--- config.mk ---
export PLATFORM = sky130hd
export DESIGN_NAME = flt_job_sequencer_flat
export DESIGN_NICKNAME = d
export VERILOG_FILES = /design/src/rtl/flt_job_sequencer_if.sv /design/src/rtl/flt_job_sequencer.sv /design/src/flat_wrapper.sv
export SDC_FILE = /design/constraint.sdc
export NUM_CORES = 1
export LEC_CHECK = 0
export CAP_MARGIN = 20
export CORE_ASPECT_RATIO = 0.8
export CORE_MARGIN = 2
export CORE_UTILIZATION = 30
export DETAILED_ROUTE_END_ITERATION = 7
export GPL_TIMING_DRIVEN = 1
export PLACE_DENSITY = 0.54
export SYNTH_ARGS = -nofsm -noshare
export SYNTH_HDL_FRONTEND = slang
export SYNTH_SLANG_ARGS = --single-unit
--- constraint.sdc ---
create_clock -name clk -period 3.1 [get_ports clk]
set_input_delay 0.465 -clock clk [delete_from_list [all_inputs] [get_ports clk]]
set_output_delay 0.465 -clock clk [all_outputs]
set_load 0.05 [all_outputs]
--- src/rtl/flt_job_sequencer_if.sv ---
//------------------------------------------------------------------------------
// Module   : flt_job_sequencer_if
// Purpose  : Job/result streams, core control and data-memory port bundle.
// Revision : 1.0
//------------------------------------------------------------------------------
`default_nettype none

interface flt_job_sequencer_if;
    logic        job_valid;
    logic        job_ready;
    logic [15:0] job_operand;
    logic        res_valid;
    logic        res_ready;
    logic [15:0] res_value;
    logic        res_timeout;
    logic [15:0] job_count;
    logic        core_reset;
    logic        core_done;
    logic        mem_grant_core;
    logic        mem_we;
    logic [7:0]  mem_addr;
    logic [7:0]  mem_wdata;
    logic [7:0]  mem_rdata;

    // master: the sequencer; slave: producer, consumer, core and memory side
    modport master (
        input  job_valid, job_operand, res_ready, core_done, mem_rdata,
        output job_ready, res_valid, res_value, res_timeout, job_count,
               core_reset, mem_grant_core, mem_we, mem_addr, mem_wdata
    );

    modport slave (
        output job_valid, job_operand, res_ready, core_done, mem_rdata,
        input  job_ready, res_valid, res_value, res_timeout, job_count,
               core_reset, mem_grant_core, mem_we, mem_addr, mem_wdata
    );
endinterface

`default_nettype wire

--- src/rtl/flt_job_sequencer.sv ---
//------------------------------------------------------------------------------
// Module   : flt_job_sequencer
// Purpose  : Loads an int operand into the core, runs it, unloads the float.
// Revision : 1.0
//------------------------------------------------------------------------------
`default_nettype none

module flt_job_sequencer #(
    parameter int unsigned OP_HI_ADDR  = 128,
    parameter int unsigned OP_LO_ADDR  = 129,
    parameter int unsigned RES_HI_ADDR = 131,
    parameter int unsigned RES_LO_ADDR = 132,
    parameter int unsigned MIN_RUN     = 4,
    parameter int unsigned TIMEOUT     = 4095
) (
    input  logic                 clk,
    input  logic                 reset,
    flt_job_sequencer_if.master  bus
);

    localparam logic [7:0]  c_op_hi   = 8'(OP_HI_ADDR);
    localparam logic [7:0]  c_op_lo   = 8'(OP_LO_ADDR);
    localparam logic [7:0]  c_res_hi  = 8'(RES_HI_ADDR);
    localparam logic [7:0]  c_res_lo  = 8'(RES_LO_ADDR);
    localparam logic [11:0] c_min_run = 12'(MIN_RUN);
    localparam logic [11:0] c_timeout = 12'(TIMEOUT);

    typedef enum logic [2:0] {
        S_IDLE   = 3'd0,
        S_WR_HI  = 3'd1,
        S_WR_LO  = 3'd2,
        S_WR_SGN = 3'd3,
        S_RUN    = 3'd4,
        S_RD_HI  = 3'd5,
        S_RD_LO  = 3'd6,
        S_OUT    = 3'd7
    } state_t;

    state_t      r_state;
    logic        r_sgn;
    logic [7:0]  r_op_lo;
    logic [6:0]  r_hi;
    logic [11:0] r_run_cnt;
    logic        r_core_reset;
    logic        r_grant;
    logic        r_mem_we;
    logic [7:0]  r_mem_addr;
    logic [7:0]  r_mem_wdata;
    logic        r_res_valid;
    logic [15:0] r_res_value;
    logic        r_res_timeout;
    logic [15:0] r_job_count;

    // Outputs are registered one state ahead so they are valid for the
    // whole duration of the state that owns them.
    always_ff @(posedge clk or posedge reset) begin
        if (reset) begin
            r_state       <= S_IDLE;
            r_sgn         <= 1'b0;
            r_op_lo       <= 8'd0;
            r_hi          <= 7'd0;
            r_run_cnt     <= 12'd0;
            r_core_reset  <= 1'b1;
            r_grant       <= 1'b0;
            r_mem_we      <= 1'b0;
            r_mem_addr    <= 8'd0;
            r_mem_wdata   <= 8'd0;
            r_res_valid   <= 1'b0;
            r_res_value   <= 16'd0;
            r_res_timeout <= 1'b0;
            r_job_count   <= 16'd0;
        end else begin
            case (r_state)
                S_IDLE: begin
                    if (bus.job_valid) begin
                        r_sgn       <= bus.job_operand[15];
                        r_op_lo     <= bus.job_operand[7:0];
                        r_mem_we    <= 1'b1;
                        r_mem_addr  <= c_op_hi;
                        r_mem_wdata <= bus.job_operand[15:8];
                        r_state     <= S_WR_HI;
                    end
                end
                S_WR_HI: begin
                    r_mem_addr  <= c_op_lo;
                    r_mem_wdata <= r_op_lo;
                    r_state     <= S_WR_LO;
                end
                S_WR_LO: begin
                    r_mem_addr  <= c_res_hi;
                    r_mem_wdata <= {r_sgn, 7'd0};
                    r_state     <= S_WR_SGN;
                end
                S_WR_SGN: begin
                    r_mem_we     <= 1'b0;
                    r_core_reset <= 1'b0;
                    r_grant      <= 1'b1;
                    r_run_cnt    <= 12'd0;
                    r_state      <= S_RUN;
                end
                S_RUN: begin
                    // A done left over from the previous job is masked for MIN_RUN cycles
                    if (bus.core_done && (r_run_cnt >= c_min_run)) begin
                        r_core_reset <= 1'b1;
                        r_grant      <= 1'b0;
                        r_mem_addr   <= c_res_hi;
                        r_state      <= S_RD_HI;
                    end else if (r_run_cnt == c_timeout) begin
                        r_core_reset  <= 1'b1;
                        r_grant       <= 1'b0;
                        r_res_valid   <= 1'b1;
                        r_res_timeout <= 1'b1;
                        r_res_value   <= 16'd0;
                        r_state       <= S_OUT;
                    end else begin
                        r_run_cnt <= r_run_cnt + 12'd1;
                    end
                end
                S_RD_HI: begin
                    r_hi       <= bus.mem_rdata[6:0];
                    r_mem_addr <= c_res_lo;
                    r_state    <= S_RD_LO;
                end
                S_RD_LO: begin
                    r_res_value   <= {r_sgn, r_hi, bus.mem_rdata};
                    r_res_timeout <= 1'b0;
                    r_res_valid   <= 1'b1;
                    r_state       <= S_OUT;
                end
                S_OUT: begin
                    if (bus.res_ready) begin
                        r_res_valid <= 1'b0;
                        r_job_count <= r_job_count + 16'd1;
                        r_state     <= S_IDLE;
                    end
                end
                default: r_state <= S_IDLE;
            endcase
        end
    end

    assign bus.job_ready      = (r_state == S_IDLE);
    assign bus.res_valid      = r_res_valid;
    assign bus.res_value      = r_res_value;
    assign bus.res_timeout    = r_res_timeout;
    assign bus.job_count      = r_job_count;
    assign bus.core_reset     = r_core_reset;
    assign bus.mem_grant_core = r_grant;
    assign bus.mem_we         = r_mem_we;
    assign bus.mem_addr       = r_mem_addr;
    assign bus.mem_wdata      = r_mem_wdata;

endmodule

`default_nettype wire

--- src/flat_wrapper.sv ---
// flat-port wrapper written by rule: the top's interface ports become plain ports
module flt_job_sequencer_flat 
#(
    parameter int unsigned OP_HI_ADDR  = 128,
    parameter int unsigned OP_LO_ADDR  = 129,
    parameter int unsigned RES_HI_ADDR = 131,
    parameter int unsigned RES_LO_ADDR = 132,
    parameter int unsigned MIN_RUN     = 4,
    parameter int unsigned TIMEOUT     = 4095
)
  (clk, reset, bus_job_valid, bus_job_operand, bus_res_ready, bus_core_done, bus_mem_rdata, bus_job_ready, bus_res_valid, bus_res_value, bus_res_timeout, bus_job_count, bus_core_reset, bus_mem_grant_core, bus_mem_we, bus_mem_addr, bus_mem_wdata);
  flt_job_sequencer_if bus_i ();
  input  logic clk;
  input  logic reset;
  input wire logic [$bits(bus_i.job_valid)-1:0] bus_job_valid;
  input wire logic [$bits(bus_i.job_operand)-1:0] bus_job_operand;
  input wire logic [$bits(bus_i.res_ready)-1:0] bus_res_ready;
  input wire logic [$bits(bus_i.core_done)-1:0] bus_core_done;
  input wire logic [$bits(bus_i.mem_rdata)-1:0] bus_mem_rdata;
  output wire logic [$bits(bus_i.job_ready)-1:0] bus_job_ready;
  output wire logic [$bits(bus_i.res_valid)-1:0] bus_res_valid;
  output wire logic [$bits(bus_i.res_value)-1:0] bus_res_value;
  output wire logic [$bits(bus_i.res_timeout)-1:0] bus_res_timeout;
  output wire logic [$bits(bus_i.job_count)-1:0] bus_job_count;
  output wire logic [$bits(bus_i.core_reset)-1:0] bus_core_reset;
  output wire logic [$bits(bus_i.mem_grant_core)-1:0] bus_mem_grant_core;
  output wire logic [$bits(bus_i.mem_we)-1:0] bus_mem_we;
  output wire logic [$bits(bus_i.mem_addr)-1:0] bus_mem_addr;
  output wire logic [$bits(bus_i.mem_wdata)-1:0] bus_mem_wdata;
  assign bus_i.job_valid = bus_job_valid;
  assign bus_i.job_operand = bus_job_operand;
  assign bus_i.res_ready = bus_res_ready;
  assign bus_i.core_done = bus_core_done;
  assign bus_i.mem_rdata = bus_mem_rdata;
  assign bus_job_ready = bus_i.job_ready;
  assign bus_res_valid = bus_i.res_valid;
  assign bus_res_value = bus_i.res_value;
  assign bus_res_timeout = bus_i.res_timeout;
  assign bus_job_count = bus_i.job_count;
  assign bus_core_reset = bus_i.core_reset;
  assign bus_mem_grant_core = bus_i.mem_grant_core;
  assign bus_mem_we = bus_i.mem_we;
  assign bus_mem_addr = bus_i.mem_addr;
  assign bus_mem_wdata = bus_i.mem_wdata;
  flt_job_sequencer #(.OP_HI_ADDR(OP_HI_ADDR), .OP_LO_ADDR(OP_LO_ADDR), .RES_HI_ADDR(RES_HI_ADDR), .RES_LO_ADDR(RES_LO_ADDR), .MIN_RUN(MIN_RUN), .TIMEOUT(TIMEOUT)) u_core (.clk(clk), .reset(reset), .bus(bus_i));
endmodule
==> impl_metrics.toml <==
[die]
die_y_um = 103
core_area_um2 = 11700
die-area_um2 = 13100
num_io_pins = 83
initial_core_util_pct = 31.2
fp.dieW_um = 127
fp-row-count = 35

[synth]
yosysMostFrequentCell = "dfrtp_1"
yosys_warnings = 0
syn_area_um2 = 3640
yosys-top-cells-area = "dfrtp_1 54%, mux2_2 4.9%, a22o_1 3.8%"
synthDistinctLibCells = 48
syn_area_per_cell_um2 = 11.1
synthCells = 329
synth-seq-area-share_pct = 55.0
synth.top_cell.area_share_pct = 54.2
ys.flop_type = "dfrtp_1"
netlist_top_cells_count = "79 x dfrtp_1, 27 x nand2_1, 19 x nor2_1"
yosys_register_bits = 80
synth_edf_count = 0
async_flop_share_pct = 100
yosys.area.top_type = "dfrtp_1"

[grt]
grt_pass1_wl_mm = 15.1
antenna_found_initial = 0
grt.total_usage_pct = 14.6
grt_pass1_vias = 2876
grt_overflow_total = 0
grt_max_degree = 51

[clock_tree]
cts_hold_buf = 0
cts_buffer_depth = 2
cts_max_level = 3
postCtsSetupBuffers = 0
cts_tree = "yes"
clk_latency_ns = 0.33
cts_buffers = 9
clk_pin_slew_ns = 0.06
cts-root-buf = "clkbuf_16"
ctsResizeCount = 0
clock-sinks = 80

[sta]
setup_violations = 0
final.setup_skew_ns = 0.00824
hold_violations = 0
whs_ns = 0.479
slew_violations = 0
rsz0062_at_grt = "false"
fin_setup_tns_ns = 0
post-route-period-util_pct = 84.7
worst_pin_slew_ns = 0.913
layout_min_cycle_time_ns = 2.63
fmax_ghz = 0.381
slew_headroom_pct = 39.0

[power]
seqPwrFrac_pct = 33.4
vdd_drop_max_mv = 0.596
combPwrFrac_pct = 47.7
clkPwrFrac_pct = 18.9
switchingPower_mw = 2.24
p_per_area_nw_per_um2 = 1050
power.leakage_nw = 2.08
intPower_mw = 2.93
swShare_pct = 43.3

[setup_path]
crit_fanout = 22
crit_arrival_ns = 2.16
path_class = "reg -> out"
crit_start = "u_core.r_state[1]$_DFFE_PP0P_"
cp_cell_sequence = "nor3_1, clkdlybuf4s50_1"
worst_ep_required_time_ns = 2.63
critPathBufInv = 1
crit_path_max_incr_delay_ns = 0.87
critPathSlowestCell = "clkdlybuf4s50_1"
cp_top_family = "buffers and inverters"
r2r-start = "u_core.r_state[1]$_DFFE_PP0P_"
cp-start-kind = "register"
end_kind = "primary output"

[detailed_routing]
drt-vias-per-instance = 5.07
drtIter0Drc = 131
wl_per_cell_um = 15.7
drc = 0
vias = 2875
wl_mm = 8.91
drt.antenna.violating_nets = 0
drtPass1Iterations = 4

[place]
gp_congestion = 0.831
portBuffers = 78
dp_hpwl_mm = 6.12

[flow_run]
cap_viol_max_count = 0

[cells_and_area]
n_antenna_cell = 0
postLayoutCoreUtil_pct = 42.0
layout.nets = 447
drive_gt1_share_pct = 13.6
areaGrowthSynthToFinish_pct = 34.7

[status]
status = "finished clean"

[hold_path]
min-delay-start = "u_core.bus.mem_we$_DFFE_PP0P_"
hold_path_class = "reg -> reg"
metal layers:
| metal | wire, um | share of wire [%] | global-route usage (%) | vias up |
|---|---|---|---|---|
| li1 | - | - | - | 1380 |
| met1 | 4340 | 49 | 20.7 | 1411 |
| met2 | 3940 | 44 | 21.6 | 75 |
| met3 | 547 | 6.1 | 4.98 | 9 |
| met4 | 78 | 0.88 | 3.89 | 0 |
| met5 | 0 | 0 | 0 | - |
final cells by class:
class	instances	area, um^2
fill	1117	6780
sequential	80	2000
timing repair buffer	92	898
inverter	9	35.0
clock inverter	3	17.5
clock buffer	12	256
tap	148	185
multi-input combinational	223	1510
cell usage in the layout, fill, tap and decap left out, types with 11 or more instances in the layout:
cell | synthesis | layout
mux2_2 | 16 | 16
nand3_1 | 13 | 13
nor2_1 | 19 | 19
a22o_1 | 16 | 16
xnor2_1 | 12 | 12
buf_4 | 4 | 13
dfrtp_1 | 79 | 79
a21oi_1 | 13 | 13
clkdlybuf4s50_1 | 0 | 78
nand2_1 | 27 | 27
nand4_1 | 11 | 11
power by group through the flow:
stage / clock, mW / combinational (mW) / sequential (mW)
after floorplan: 0 / 1.05 / 2.36
after global placement: 0 / 2.46 / 1.73
after detailed placement: 0 / 2.49 / 1.74
after CTS: 1.01 / 2.50 / 1.73
after global routing: 1.05 / 2.67 / 1.78
final: 0.975 / 2.47 / 1.72
worst register-to-register path, delay by kind of cell (launching register included):
kind / cells / cell delay, ns
AO/OA/AOI/OAI: 1 / 0.17
flip-flops: 1 / 0.62
AND/OR/NAND/NOR: 3 / 1.49
path summary, 6_finish.rpt:
| path | to | slack, ns | cells after the start |
|---|---|---|---|
| setup / recovery | bus_job_ready | 0.47 | 2 |
| hold / removal | u_core.bus.mem_we$_DFFE_PP0P_ | 0.48 | 1 |
| setup reg to reg | u_core.r_run_cnt[11]$_DFFE_PP0P_ | 0.73 | 4 |
| hold reg to reg | u_core.bus.mem_we$_DFFE_PP0P_ | 0.48 | 1 |
| max in group asynchronous | u_core.bus.mem_wdata[4]$_DFFE_PP0P_ | 1.81 | 3 |
| min in group asynchronous | u_core.bus.res_value[9]$_DFFE_PP0P_ | 0.63 | 2 |
cell families after synthesis:
logic type / share of synthesized area (%)
AOI/OAI and AO/OA: 15.0
DFF: 55.0
and+or+nand+nor: 15.3
muxes: 5.77
adders and majority gates: 1.03
xor gates and xnor gates: 3.84
buffers and inverters: 3.95
other: 0.103
sequential cells by signal, summed over array words and instances (netlist names):
register and count:
u_core.bus.mem_we 1, u_core.bus.res_value 16, u_core.bus.core_reset 1, u_core.bus.mem_addr 4
u_core.r_op_lo 8, u_core.bus.mem_wdata 8, u_core.r_state 3, u_core.bus.res_valid 1
u_core.r_hi 7, u_core.bus.mem_grant_core 1, u_core.bus.job_count 16, u_core.r_run_cnt 12
u_core.r_sgn 1, u_core.bus.res_timeout 1
stage by stage:
step / area, um^2 / setup WS, ns / instances / power, mW
6_report: 4910 / 0.474 / 567 / 5.17
3_3_place_gp: 4640 / 0.707 / 552 / 4.19
3_5_place_dp: 4640 / 0.600 / 552 / 4.23
2_1_floorplan: 3660 / 0.585 / 332 / 3.41
4_1_cts: 4910 / 0.465 / 567 / 5.24
5_1_grt: 4910 / 0.372 / 567 / 5.50
No activity file was read; power rests on OpenSTA's default activity.
==> variant 1, RTL diff (same flow settings) <==
The 8 states of `state_t` get a one-hot encoding in 8 bits.
--- a/src/rtl/flt_job_sequencer.sv
+++ b/src/rtl/flt_job_sequencer.sv
@@ -26,13 +26,13 @@
     localparam logic [11:0] c_timeout = 12'(TIMEOUT);
 
-    typedef enum logic [2:0] {
-        S_IDLE   = 3'd0,
-        S_WR_HI  = 3'd1,
-        S_WR_LO  = 3'd2,
-        S_WR_SGN = 3'd3,
-        S_RUN    = 3'd4,
-        S_RD_HI  = 3'd5,
-        S_RD_LO  = 3'd6,
-        S_OUT    = 3'd7
+    typedef enum logic [7:0] {
+        S_IDLE   = 8'b00000001,
+        S_WR_HI  = 8'b00000010,
+        S_WR_LO  = 8'b00000100,
+        S_WR_SGN = 8'b00001000,
+        S_RUN    = 8'b00010000,
+        S_RD_HI  = 8'b00100000,
+        S_RD_LO  = 8'b01000000,
+        S_OUT    = 8'b10000000
     } state_t;
 
Formal check against the unedited RTL: no difference found for any inputs over 10 cycles, from zero or initial values and one cycle with reset high; not proved beyond that.
==> variant 1 against the original RTL <==
- combinational power shrank 45%
- cell area grew 3.3%
- sequential cell count grew 5
- sequential power shrank 9.9%
- clock power grew 6%
- clock skew shrank 3.4 ps
- utilization shrank 0.44 points
- final cell count grew 4.6%
- total power shrank 24%
- via count shrank 3.8%
- routed wire length shrank 2.1%
- synthesized area grew 3.3%
- worst setup slack lost 41 ps
- critical endpoint unchanged
==> variant 1: results (changes against the original RTL) <==
| Metric | Value |
|---|---|
| Distinct cells, synth | 52 (+8.3%) |
| Share of layout cells above drive strength 1 | 13.3% (-0.33 points) |
| Vias per cell | 4.66 (-8.0%) |
| Number of global-route vias before repair | 2799 (-2.7%) |
| Synth top cells by count | dfrtp_1 (83), nand2_1 (38), nor2_1 (24), a22o_1 (23), mux2_2 (17) |
| Nets | 449 (+0.45%) |
| CP Max Fanout | 6 (-73%) |
| Routed wire per std cell | 14.7 um (-6.3%) |
| Filler instances | 1198 (+7.3%) |
| Routability Congestion | 0.757 (-8.9%) |
| Initial antenna violation count | 0 (unchanged) |
| Post-synthesis sequential area ratio | 56.6% (+1.6 points) |
| Final cell count without fillers | 593 (+4.6%) |
| Initial DRC count | 261 (+99%) |
| Outcome | complete, no violations |
| Max-slew headroom | 60.6% (+22 points) |
| Post-synthesis average cell area | 11.5 um^2 (+3.6%) |
| Global routing usage on met2 | 20.2% (-1.4 points) |
| GRT met3 Usage | 4.89% (-0.095 points) |
| First-pass GRT wire length | 14700 um (-2.6%) |
| Met1 global-route usage | 19.7% (-1.0 points) |
| Cells after DPL | 577 (+4.5%) |
| VDD IR-drop max | 0.480 mV (-19%) |
| Clock Pin Slew Worst Setup and Hold Paths | 60 ps (about the same) |
| Detailed Routing Iterations Pass 1 | 5 (+1) |
| Tot GR Track Use | 14.0% (-0.67 points) |
| Worst Path Arrival | 2200 ps (+40 ps) |
| Post-detail-place hpwl | 5990 um (-2.0%) |
| Largest net degree at the start of global routing | 39 (-24%) |
| Pleak | 2.22 nW (+7.0%) |
| Clock Skews | 4.83 ps (-3.40 ps) |
| Area contributors post-synth | dfrtp_1 (55%), a22o_1 (5.4%), mux2_2 (5.1%), nand2_1 (3.8%), xnor2_1 (3.0%) |
## variant 1: cell count changes in the layout (fill, tap and decap cells not counted), sizes merged, moves of 7 or more
cell,delta
a22o,+7
nand2,+11
o211ai,-8
a22oi,-7
nor4,+8
a21oi,-12
## variant 1: per-stage QoR
| step | setup slack, ps | instance area, um^2 | total power, mW |
|---|---|---|---|
| after floorplan | 445 | 3780 | 2.51 |
| after global placement | 740 | 4780 | 2.92 |
| after detailed placement | 659 | 4780 | 2.95 |
| after CTS | 393 | 5070 | 4.01 |
| after global routing | 292 | 5070 | 4.19 |
| final | 433 | 5070 | 3.95 |
## variant 1: layer usage
metal	wire length [um]	up-vias
li1	-	1335
met1	4170	1360
met2	3940	63
met3	519	7
met4	94	0
met5	0	-
## variant 1: cell type report
type                    instances  area (um^2)  area share (%)
clock buffers                  11          253            4.98
well taps                     171          214            4.22
repair buffers                 87          861            17.0
inverters                      16         61.3            1.21
flip-flops and latches         85         2130            42.0
clock inverters                 5         35.0           0.691
multi-input cells             218         1520            29.9
## variant 1: worst max-delay path, stage by stage, from the launching register on
cell,delay [ps]
dfrtp_1,440
nor4_2,270
buf_4,170
nand3_1,90
inv_1,80
clkdlybuf4s50_1,810
## variant 1: report_power, final
group | switching, mW | total (mW) | internal (mW)
clock | 0.443 | 1.03 | 0.587
combinational | 0.778 | 1.37 | 0.589
sequential | 0.191 | 1.55 | 1.36
total | 1.41 | 3.95 | 2.54
## variant 1: final timing paths
| path | start | end | slack, ps | cells past startpoint |
|---|---|---|---|---|
| worst min-delay path | u_core.bus.job_count[15]$_DFFE_PP0P_ | u_core.bus.job_count[15]$_DFFE_PP0P_ | 480 | 1 |
| min in group asynchronous | reset | u_core.r_op_lo[0]$_DFFE_PP0P_ | 500 | 2 |
| worst max register to register | u_core.r_state[1]$_DFFE_PP0P_ | u_core.bus.job_count[11]$_DFFE_PP0P_ | 740 | 5 |
| max in group asynchronous | reset | u_core.r_state[0]$_DFFE_PP1P_ | 1930 | 3 |
| worst max-delay path | u_core.r_state[6]$_DFFE_PP0P_ | bus_job_ready | 430 | 5 |
| worst min register to register | u_core.bus.job_count[15]$_DFFE_PP0P_ | u_core.bus.job_count[15]$_DFFE_PP0P_ | 480 | 1 |
## variant 1: kinds of logic (layout without fill, tap and decap cells)
group	count (synthesis)	after routing	synth area share, %
AND/OR/NAND/NOR	126	126	18.9
other	1	4	0.0996
adder cells (fa/ha/maj)	3	3	0.997
XOR/XNOR	21	21	4.89
flip-flops	85	85	56.6
AO/OA/AOI/OAI	43	43	8.97
multiplexers	21	21	6.15
buffers and inverters	28	119	3.39
==> variant 2, RTL diff (config.mk and constraints unchanged) <==
Made on the original files. `TIMEOUT` is set to 4095 in 2 places; all go to 2048.
--- a/src/rtl/flt_job_sequencer.sv
+++ b/src/rtl/flt_job_sequencer.sv
@@ -12,5 +12,5 @@
     parameter int unsigned RES_LO_ADDR = 132,
     parameter int unsigned MIN_RUN     = 4,
-    parameter int unsigned TIMEOUT     = 4095
+    parameter int unsigned TIMEOUT     = 2048
 ) (
     input  logic                 clk,
--- a/src/flat_wrapper.sv
+++ b/src/flat_wrapper.sv
@@ -7,5 +7,5 @@
     parameter int unsigned RES_LO_ADDR = 132,
     parameter int unsigned MIN_RUN     = 4,
-    parameter int unsigned TIMEOUT     = 4095
+    parameter int unsigned TIMEOUT     = 2048
 )
   (clk, reset, bus_job_valid, bus_job_operand, bus_res_ready, bus_core_done, bus_mem_rdata, bus_job_ready, bus_res_valid, bus_res_value, bus_res_timeout, bus_job_count, bus_core_reset, bus_mem_grant_core, bus_mem_we, bus_mem_addr, bus_mem_wdata);
Function: same outputs for any inputs over 10 cycles, from zero or initial values and one cycle with reset high; that may be too few to reach the edited logic, so the function may still have changed.
==> variant 2 against the original RTL <==
- routed wire length down 2.4%
- register-to-register slack worse by 50 ps
- sequential cell count stayed put
- synthesized area grew 3.9%
- combinational power up 9.7%
- total power rose by 11%
- cell area grew 3.5%
- worst setup slack better by 150 ps
- utilization is 0.51 points lower
- clock power grew 33%
- critical path type unchanged
- highest routed layer unchanged
==> variant 2: results (changes against the original RTL) <==
| Metric | Value |
|---|---|
| Outcome | complete, no violations |
| H-tree depth | 3 (unchanged) |
| CP Max Fanout | 23 (+4.5%) |
| CTS root buf | clkbuf_16 |
| Worst Hold Class | in -> async |
| Nets | 450 (+0.67%) |
| Routed wire per std cell | 14.7 um (-6.7%) |
| Worst hold margin | 468 ps (-11.3 ps) |
| VDD IR-drop max | 0.544 mV (-8.8%) |
| Postcts setup bufs | 0 (unchanged) |
| Worst R2R End | u_core.bus.res_value[11]$_DFFE_PP0P_ |
| Synth top cells by count | dfrtp_1 (79), nor2_1 (23), nand2_1 (18), mux2_2 (17) |
| Vias per cell | 4.74 (-6.6%) |
| First-pass GRT wire length | 14600 um (-3.8%) |
| CP top delay family | buffers and inverters |
| # port buffers | 78 (unchanged) |
| Post-CTS sizing | 0 (unchanged) |
| R2r worst-path depth | 4 (unchanged) |
| DRT Wirelength | 8690 um (-2.4%) |
| Worst-skew pair later-pin latency | roughly 340 ps |
| Distinct cells, synth | 56 (+17%) |
| Post-DP Area | 0.00472 mm^2 (+1.9%) |
| Initial DRC count | 128 (-2.3%) |
| Grt total ovfl | 0 (unchanged) |
| R2R Setup Slk | 680 ps (-50 ps) |
| Async SR Flop Fraction | 100% (unchanged) |
| Synth Instances | 338 (+2.7%) |
| Slew @ Worst Pin | 903 ps (-10.6 ps) |
| Worst Path Arrival | 2010 ps (-150 ps) |
| Antenna cells | 0 (unchanged) |
| CP max stage delay | 820 ps (-50 ps) |
| Largest net degree at the start of global routing | 53 (+3.9%) |
| Slowest CP cell | clkdlybuf4s50_1 |
| Total CTS buffers | 9 (unchanged) |
| Tot GR Track Use | 13.7% (-0.90 points) |
| Pleak | 2.22 nW (+6.8%) |
| Post-detail-place hpwl | 5930 um (-3.1%) |
| Initial antenna violation count | 0 (unchanged) |
| Clock Skews | 6.28 ps (-1.96 ps) |
| CTS max path bufs | 2 (unchanged) |
| Routability Congestion | 0.783 (-5.8%) |
| Share of layout cells above drive strength 1 | 14.5% (+0.85 points) |
| Cells after DPL | 578 (+4.7%) |
| Detailed Routing Iterations Pass 1 | 4 (unchanged) |
| Area contributors post-synth | dfrtp_1 (52%), mux2_2 (5.1%), xnor2_1 (3.0%), a22o_1 (2.3%), nor2_1 (2.3%) |
| RR Startpoint | u_core.r_run_cnt[3]$_DFFE_PP0P_ |
| Post-synthesis sequential area ratio | 52.9% (-2.1 points) |
| Dpl ws | 637 ps (+37.6 ps) |
| Ys Warns | 0 (unchanged) |
| Clock Pin Slew Worst Setup and Hold Paths | 60 ps (about the same) |
[variant 2: area by class of cell]
class | count | area [um^2]
fill | 1189 | 7170
sequential | 80 | 2000
multi-input combinational | 227 | 1600
timing repair buffer | 86 | 853
clock buffer | 10 | 229
tap | 171 | 214
clock inverter | 5 | 129
inverter | 14 | 53.8
[variant 2: power breakdown]
group,leakage (nW),internal (mW),switching [mW]
logic,1.07,1.09,1.62
clock network,0.173,0.867,0.434
registers,0.981,1.44,0.310
total,2.22,3.40,2.36
[variant 2: cells by family (layout without fill, tap and decap cells)]
logic type	Yosys count	in the layout	synth area share, %
flops	80	80	52.9
buf+inv	34	115	5.15
compound gates	81	81	15.9
xor+xnor	21	21	4.86
mux	20	20	5.85
fa+ha+maj	3	3	0.991
simple gates	98	98	14.3
other cells	1	4	0.0990
[variant 2: worst max path at each step]
stage,to,slack [ps],depth (start not counted),start
6_report,bus_job_ready,620,2,u_core.r_state[2]$_DFFE_PP0P_
4_1_cts,bus_job_ready,590,3,u_core.r_state[0]$_DFFE_PP0P_
5_1_grt,u_core.r_run_cnt[1]$_DFFE_PP0P_,500,4,u_core.r_run_cnt[4]$_DFFE_PP0P_
3_3_place_gp,u_core.bus.res_value[7]$_DFFE_PP0P_,680,4,u_core.r_run_cnt[3]$_DFFE_PP0P_
2_1_floorplan,u_core.bus.job_count[0]$_DFFE_PP0P_,580,1,reset
3_5_place_dp,u_core.bus.res_value[11]$_DFFE_PP0P_,640,4,u_core.r_run_cnt[3]$_DFFE_PP0P_
[variant 2: layer usage]
layer	up-vias	GRT usage, %	part of all wire (%)	wire length (um)
met4	0	3.15	1.2	103
met2	63	20.3	45	3950
met5	-	0	0	0
met1	1371	18.5	47	4070
li1	1365	-	-	-
met3	9	6.12	6.5	568
